### src/rtl/cdb_arbiter.sv
// cdb_arbiter: buffers ALU/LSB/BRU results in per-unit FIFOs and
// round-robins them onto a registered common data bus.
// Ports:
//   clk, rst (sync, active-low), ena (stall when low), rollback (flush)
//   {alu,lsb,bru}_valid/_tag/_data in, {alu,lsb,bru}_ready out
//   cdb_valid/cdb_tag/cdb_data out (registered broadcast)
module cdb_arbiter #(
  parameter int DATA_W = 32,
  parameter int TAG_W  = 4,
  parameter int DEPTH  = 2
) (
  input  logic              clk,
  input  logic              rst,
  input  logic              ena,
  input  logic              rollback,
  input  logic              alu_valid,
  input  logic [TAG_W-1:0]  alu_tag,
  input  logic [DATA_W-1:0] alu_data,
  output logic              alu_ready,
  input  logic              lsb_valid,
  input  logic [TAG_W-1:0]  lsb_tag,
  input  logic [DATA_W-1:0] lsb_data,
  output logic              lsb_ready,
  input  logic              bru_valid,
  input  logic [TAG_W-1:0]  bru_tag,
  input  logic [DATA_W-1:0] bru_data,
  output logic              bru_ready,
  output logic              cdb_valid,
  output logic [TAG_W-1:0]  cdb_tag,
  output logic [DATA_W-1:0] cdb_data
);

  localparam int NREQ = 3;
  localparam int PW   = (DEPTH > 1) ? $clog2(DEPTH) : 1;
  localparam int CW   = $clog2(DEPTH + 1);

  localparam logic [PW-1:0] PTR_LAST = PW'(DEPTH - 1);
  localparam logic [CW-1:0] CNT_FULL = CW'(DEPTH);

  // requester ids: ALU=0, LSB=1, BRU=2
  typedef logic [1:0] rid_t;

  logic [NREQ-1:0]   in_vld;
  logic [TAG_W-1:0]  in_tag  [NREQ];
  logic [DATA_W-1:0] in_data [NREQ];

  logic [TAG_W-1:0]  tag_mem_q  [NREQ][DEPTH];
  logic [DATA_W-1:0] data_mem_q [NREQ][DEPTH];

  logic [PW-1:0] wptr_q [NREQ];
  logic [PW-1:0] wptr_d [NREQ];
  logic [PW-1:0] rptr_q [NREQ];
  logic [PW-1:0] rptr_d [NREQ];
  logic [CW-1:0] cnt_q  [NREQ];
  logic [CW-1:0] cnt_d  [NREQ];

  rid_t last_q;
  rid_t last_d;

  logic              cdb_valid_q;
  logic              cdb_valid_d;
  logic [TAG_W-1:0]  cdb_tag_q;
  logic [TAG_W-1:0]  cdb_tag_d;
  logic [DATA_W-1:0] cdb_data_q;
  logic [DATA_W-1:0] cdb_data_d;

  logic            active;
  logic [NREQ-1:0] rdy;
  logic [NREQ-1:0] push;
  logic [NREQ-1:0] pop;
  logic            gnt_vld;
  rid_t            gnt_id;

  function automatic logic [PW-1:0] bump(
    input logic [PW-1:0] p
  );
    return (p == PTR_LAST) ? '0 : p + PW'(1);
  endfunction

  assign in_vld     = {bru_valid, lsb_valid, alu_valid};
  assign in_tag[0]  = alu_tag;
  assign in_tag[1]  = lsb_tag;
  assign in_tag[2]  = bru_tag;
  assign in_data[0] = alu_data;
  assign in_data[1] = lsb_data;
  assign in_data[2] = bru_data;

  // arbitration and acceptance both need a live, unflushed cycle
  assign active = rst & ena & ~rollback;

  // ready looks only at registered counts; tag 0 is
  // acknowledged but never stored
  always_comb begin
    rdy  = '0;
    push = '0;
    for (int i = 0; i < NREQ; i++) begin
      rdy[i]  = active & (cnt_q[i] < CNT_FULL);
      push[i] = in_vld[i] & rdy[i]
              & (in_tag[i] != '0);
    end
  end

  // round-robin search starting after the last grant;
  // registered counts only, so no same-cycle bypass
  always_comb begin
    int   s;
    rid_t id;
    s       = 0;
    id      = '0;
    gnt_vld = 1'b0;
    gnt_id  = '0;
    for (int k = 1; k <= NREQ; k++) begin
      s = int'(last_q) + k;
      if (s >= NREQ) s = s - NREQ;
      id = rid_t'(s);
      if (active && !gnt_vld
          && cnt_q[id] != '0) begin
        gnt_vld = 1'b1;
        gnt_id  = id;
      end
    end
  end

  always_comb begin
    pop = '0;
    for (int i = 0; i < NREQ; i++) begin
      pop[i] = gnt_vld & (gnt_id == rid_t'(i));
    end
  end

  always_comb begin
    for (int i = 0; i < NREQ; i++) begin
      wptr_d[i] = wptr_q[i];
      rptr_d[i] = rptr_q[i];
      cnt_d[i]  = cnt_q[i];
      if (rollback) begin
        wptr_d[i] = '0;
        rptr_d[i] = '0;
        cnt_d[i]  = '0;
      end else begin
        if (push[i]) wptr_d[i] = bump(wptr_q[i]);
        if (pop[i])  rptr_d[i] = bump(rptr_q[i]);
        if (push[i] && !pop[i])
          cnt_d[i] = cnt_q[i] + CW'(1);
        else if (!push[i] && pop[i])
          cnt_d[i] = cnt_q[i] - CW'(1);
      end
    end
  end

  // with no grant the bus drops valid and tag but data holds
  always_comb begin
    cdb_valid_d = gnt_vld;
    cdb_tag_d   = '0;
    cdb_data_d  = cdb_data_q;
    last_d      = last_q;
    if (gnt_vld) begin
      cdb_tag_d  = tag_mem_q[gnt_id][rptr_q[gnt_id]];
      cdb_data_d = data_mem_q[gnt_id][rptr_q[gnt_id]];
      last_d     = gnt_id;
    end
  end

  always_ff @(posedge clk) begin
    if (!rst) begin
      for (int i = 0; i < NREQ; i++) begin
        wptr_q[i] <= '0;
        rptr_q[i] <= '0;
        cnt_q[i]  <= '0;
      end
      last_q      <= 2'd2;
      cdb_valid_q <= 1'b0;
      cdb_tag_q   <= '0;
      cdb_data_q  <= '0;
    end else begin
      for (int i = 0; i < NREQ; i++) begin
        wptr_q[i] <= wptr_d[i];
        rptr_q[i] <= rptr_d[i];
        cnt_q[i]  <= cnt_d[i];
      end
      last_q      <= last_d;
      cdb_valid_q <= cdb_valid_d;
      cdb_tag_q   <= cdb_tag_d;
      cdb_data_q  <= cdb_data_d;
    end
  end

  // storage needs no reset; push is already gated by rst
  always_ff @(posedge clk) begin
    for (int i = 0; i < NREQ; i++) begin
      if (push[i]) begin
        tag_mem_q[i][wptr_q[i]]  <= in_tag[i];
        data_mem_q[i][wptr_q[i]] <= in_data[i];
      end
    end
  end

  assign alu_ready = rdy[0];
  assign lsb_ready = rdy[1];
  assign bru_ready = rdy[2];

  assign cdb_valid = cdb_valid_q;
  assign cdb_tag   = cdb_tag_q;
  assign cdb_data  = cdb_data_q;

endmodule

### config.mk
export PLATFORM = sky130hd
export DESIGN_NAME = cdb_arbiter
export DESIGN_NICKNAME = d
export VERILOG_FILES = /design/src/rtl/cdb_arbiter.sv
export SDC_FILE = /design/constraint.sdc
export NUM_CORES = 1
export LEC_CHECK = 0
export ABC_AREA = 1
export BUFFER_PORTS_ARGS = -buffer_cell sky130_fd_sc_hd__buf_4
export CORE_MARGIN = 3
export CORE_UTILIZATION = 30
export DETAILED_ROUTE_END_ITERATION = 12
export GPL_TIMING_DRIVEN = 0
export PLACE_DENSITY = 0.52
export SETUP_SLACK_MARGIN = 0.5
export SYNTH_ARGS = -nofsm -noshare
export SYNTH_HDL_FRONTEND = slang
export SYNTH_SLANG_ARGS = --single-unit
### constraint.sdc
create_clock -name clk -period 3.8 [get_ports clk]
set_clock_uncertainty 0.05 [all_clocks]
set_input_delay 0.76 -clock clk [delete_from_list [all_inputs] [get_ports clk]]
set_output_delay 0.76 -clock clk [all_outputs]
set_load 0.1 [all_outputs]
==> flow_metrics.py <==
metrics = {
    "pwr": {
        "p_comb_frac": 0.293,
        "power_frac_seq": 0.378,
        "clkPwrFrac": 0.329,
        "power.net_switching_w": 0.003224,
        "p_int_w": 0.005814,
        "p_sw_frac": 0.3567,
        "power.density_mw_per_mm2": 631.9,
        "power.leakage_nw": 6.359,
        "ir_worst_vdd_mv": 0.5143,
    },
    "critical_path": {
        "reg2regPathDepth": 20,
        "r2r_slack_ps": 760,
        "critPathMaxStageDelay_ps": 370,
        "crit_buf_inv": 5,
        "crit_type": "reg2reg",
        "crit_path_frequent_cell": "nand2_1",
        "reg2reg_from": "last_q[0]",
        "crit_end": "cnt_q[2][1]",
        "crit_start": "last_q[0]",
        "timing.rr.end": "cnt_q[2][1]",
        "path_delay_family": "simple AND/OR/NAND/NOR gates",
        "crit_slowest_cell": "dfxtp_2",
        "cp-start-kind": "register",
        "cp_max_fo": 10,
        "arrival_ps": 3420,
        "cp_cell_sequence": "inv_2, ha_4, inv_2, nand2_1, nand2_1, nand2_1, nand2_1, nor2_4, nand3_2, nand3_1, nand2_4, inv_2, buf_6, buf_6, nand2_1, ha_1, a21oi_1, o21ai_0, o21ai_1, a21oi_1",
        "worst_ep_required_time_ps": 4170,
        "endpoint_kind": "register",
        "cp.depth": 20,
    },
    "floorplan": {
        "std_cell_rows": 70,
        "die-area_mm2": 0.03991,
        "die_h_um": 199.8,
        "initial_utilization": 0.3062,
        "die_x_um": 199.8,
        "io_pins": 155,
        "core_mm2": 0.03679,
    },
    "timing": {
        "report.final.slew_viol_count": 0,
        "layout_setup_ws_ps": 757.7,
        "setup_viol": 0,
        "fmax_mhz": 328.7,
        "hold_violations": 0,
        "worst_pin_slew_ps": 1301,
        "fin_crit_ps": 3042,
        "fin_crit_sh": 0.8006,
        "rsz0062_at_grt": "yes",
        "relSlewSlack": 0.1307,
        "finalSetupTns_ps": 0,
    },
    "clock_tree": {
        "clock_sinks": 267,
        "clk_latency_ps": 550,
        "clk_pin_slew_ps": 60,
        "cts_tree": "done",
        "clockBufferDepth": 3,
        "cts_hold_buf": 0,
        "cts-root-buf": "clkbuf_16",
        "htree_levels": 1,
        "cts_buffers": 30,
    },
    "global_route": {
        "grt_pass1_vias": 8144,
        "grtUsageTotal": 0.1581,
        "gr-total-overflow": 0,
        "grt_pass1_wl_um": 47310,
        "grt_max_degree": 38,
        "antenna_found_initial": 2,
    },
    "cells_and_area": {
        "multi_input_area_mm2": 0.003010,
        "seq_area_mm2": 0.007508,
        "n_fill_cell": 3655,
        "drive_gt1_frac": 0.1974,
        "fin_nets": 1470,
        "syn2layout_area_growth_pct": 26.97,
    },
    "synth": {
        "synth.yosys.seq_area_share": 0.6664,
        "synth_common_cells": "nand2_1, edfxtp_1, inv_1",
        "synth_seq_cells": 267,
        "yosysMostFrequentCell": "nand2_1",
        "synth_top_cell_by_area": "edfxtp_1",
        "syn_inst": 1156,
        "ys_top_cells_by_area": "edfxtp_1, nand2_1, dfxtp_1",
        "yosysTopAreaCellShare": 0.5758,
        "synth_cell_types": 26,
        "async_reset_ff_frac": 0,
        "avgSynthCellArea_um2": 9.744,
        "yosysWarnings": 0,
        "netlist_area_mm2": 0.01126,
        "synthesis.nets": 1277,
        "synth_edf_count": 216,
        "ys.flop_type": "edfxtp_1",
    },
    "run": {
        "max_cap_violations": 0,
    },
    "drt": {
        "route.detailed.drc": 0,
        "ant_nets": 0,
        "vias": 8179,
        "first_pass_iters": 5,
        "drtIter0Drc": 545,
        "vias_per_cell": 4.440,
        "wire_per_inst_um": 17.38,
        "drt-total-wl_um": 32020,
    },
    "place": {
        "port-buffer-count": 154,
        "gp_congestion": 0.8069,
        "dp_hpwl_um": 21440,
        "pre_cts_slack_ps": 253.0,
    },
    "outcome": {
        "status": "finished clean",
    },
    "worst_hold_path": {
        "hp-class": "in2reg",
    },
}
## registers in the layout (all words and copies together), names as in the netlist
| register | count |
|---|---|
| data_mem_q | 192 |
| tag_mem_q | 24 |
| rptr_q | 3 |
| cdb_data | 32 |
| wptr_q | 3 |
| cnt_q | 6 |
| last_q | 2 |
| cdb_tag | 4 |
| cdb_valid | 1 |
## area by class of cell
class,count,area share
flip-flops and latches,267,0.5250
multi-input cells,679,0.2105
repair buffers,161,0.08801
clock buffers,42,0.06132
inverters,157,0.04120
well taps,468,0.04094
plain buffers,53,0.02187
clock inverters,14,0.01102
diodes,1,0.0001750
## per-layer routing
metal	wire (µm)	vias to the layer above	track usage
met5	11	-	0
met4	748	2	0.04963
met1	14110	3813	0.2064
met3	1791	47	0.02518
li1	-	4101	-
met2	15360	216	0.2717
## worst min path at each step
stage            startpoint  slack (ps)                end  cells past startpoint
2_1_floorplan     rptr_q[0]         410          rptr_q[0]                      2
3_3_place_gp    cdb_data[2]         390        cdb_data[2]                      2
3_5_place_dp   cdb_data[20]         390       cdb_data[20]                      2
4_1_cts        bru_data[24]         310  data_mem_q[2][24]                      1
5_1_grt        bru_data[24]         320  data_mem_q[2][24]                      1
6_report       bru_data[29]         340  data_mem_q[2][61]                      1
## cell families after synthesis
| logic type | count (synthesis) | share of synthesized area |
|---|---|---|
| buf+inv | 210 | 0.07675 |
| flops | 267 | 0.6664 |
| compound gates | 35 | 0.01622 |
| simple gates | 638 | 0.2339 |
| fa+ha+maj | 6 | 0.006664 |
## power by group through the flow
stage          registers (W)  logic [W]  clock network, W
6_report             0.00341    0.00265           0.00297
3_5_place_dp         0.00347    0.00261                 0
4_1_cts              0.00341    0.00264           0.00304
2_1_floorplan        0.00433   0.000994                 0
3_3_place_gp         0.00347    0.00260                 0
5_1_grt              0.00343    0.00288           0.00316
## timing repair
item / CTS / global route
setup endpoints to repair: 4 / 27
pin swaps: 0 / 2
resized for setup: 12 / 12
setup buffers: 2 / 1
hold endpoints to repair: 0 / 0
## through the flow
stage	hold slack (ps)	area, µm²	total power, W	utilization	std cells
floorplan	408.3	11320	0.005327	-	1156
global placement	392.5	13060	0.006069	0.3550	1778
detailed placement	390.0	13060	0.006085	0.3550	1778
CTS	314.2	14160	0.009099	0.3849	1836
global route	316.4	14300	0.009473	0.3888	1842
finish	341.6	14300	0.009038	0.3888	1842
## cell usage in the layout, fill, tap and decap left out, types with 12 or more instances in the layout
master and instances:
edfxtp_1 216, nand3_1 149, a21oi_1 12, nand2_1 444
buf_2 18, inv_1 154, clkbuf_16 31, buf_4 166
nor2_1 23, o21ai_0 13, dfxtp_1 50, clkbuf_1 22
Note: power is estimated with default switching activity, not from simulation.
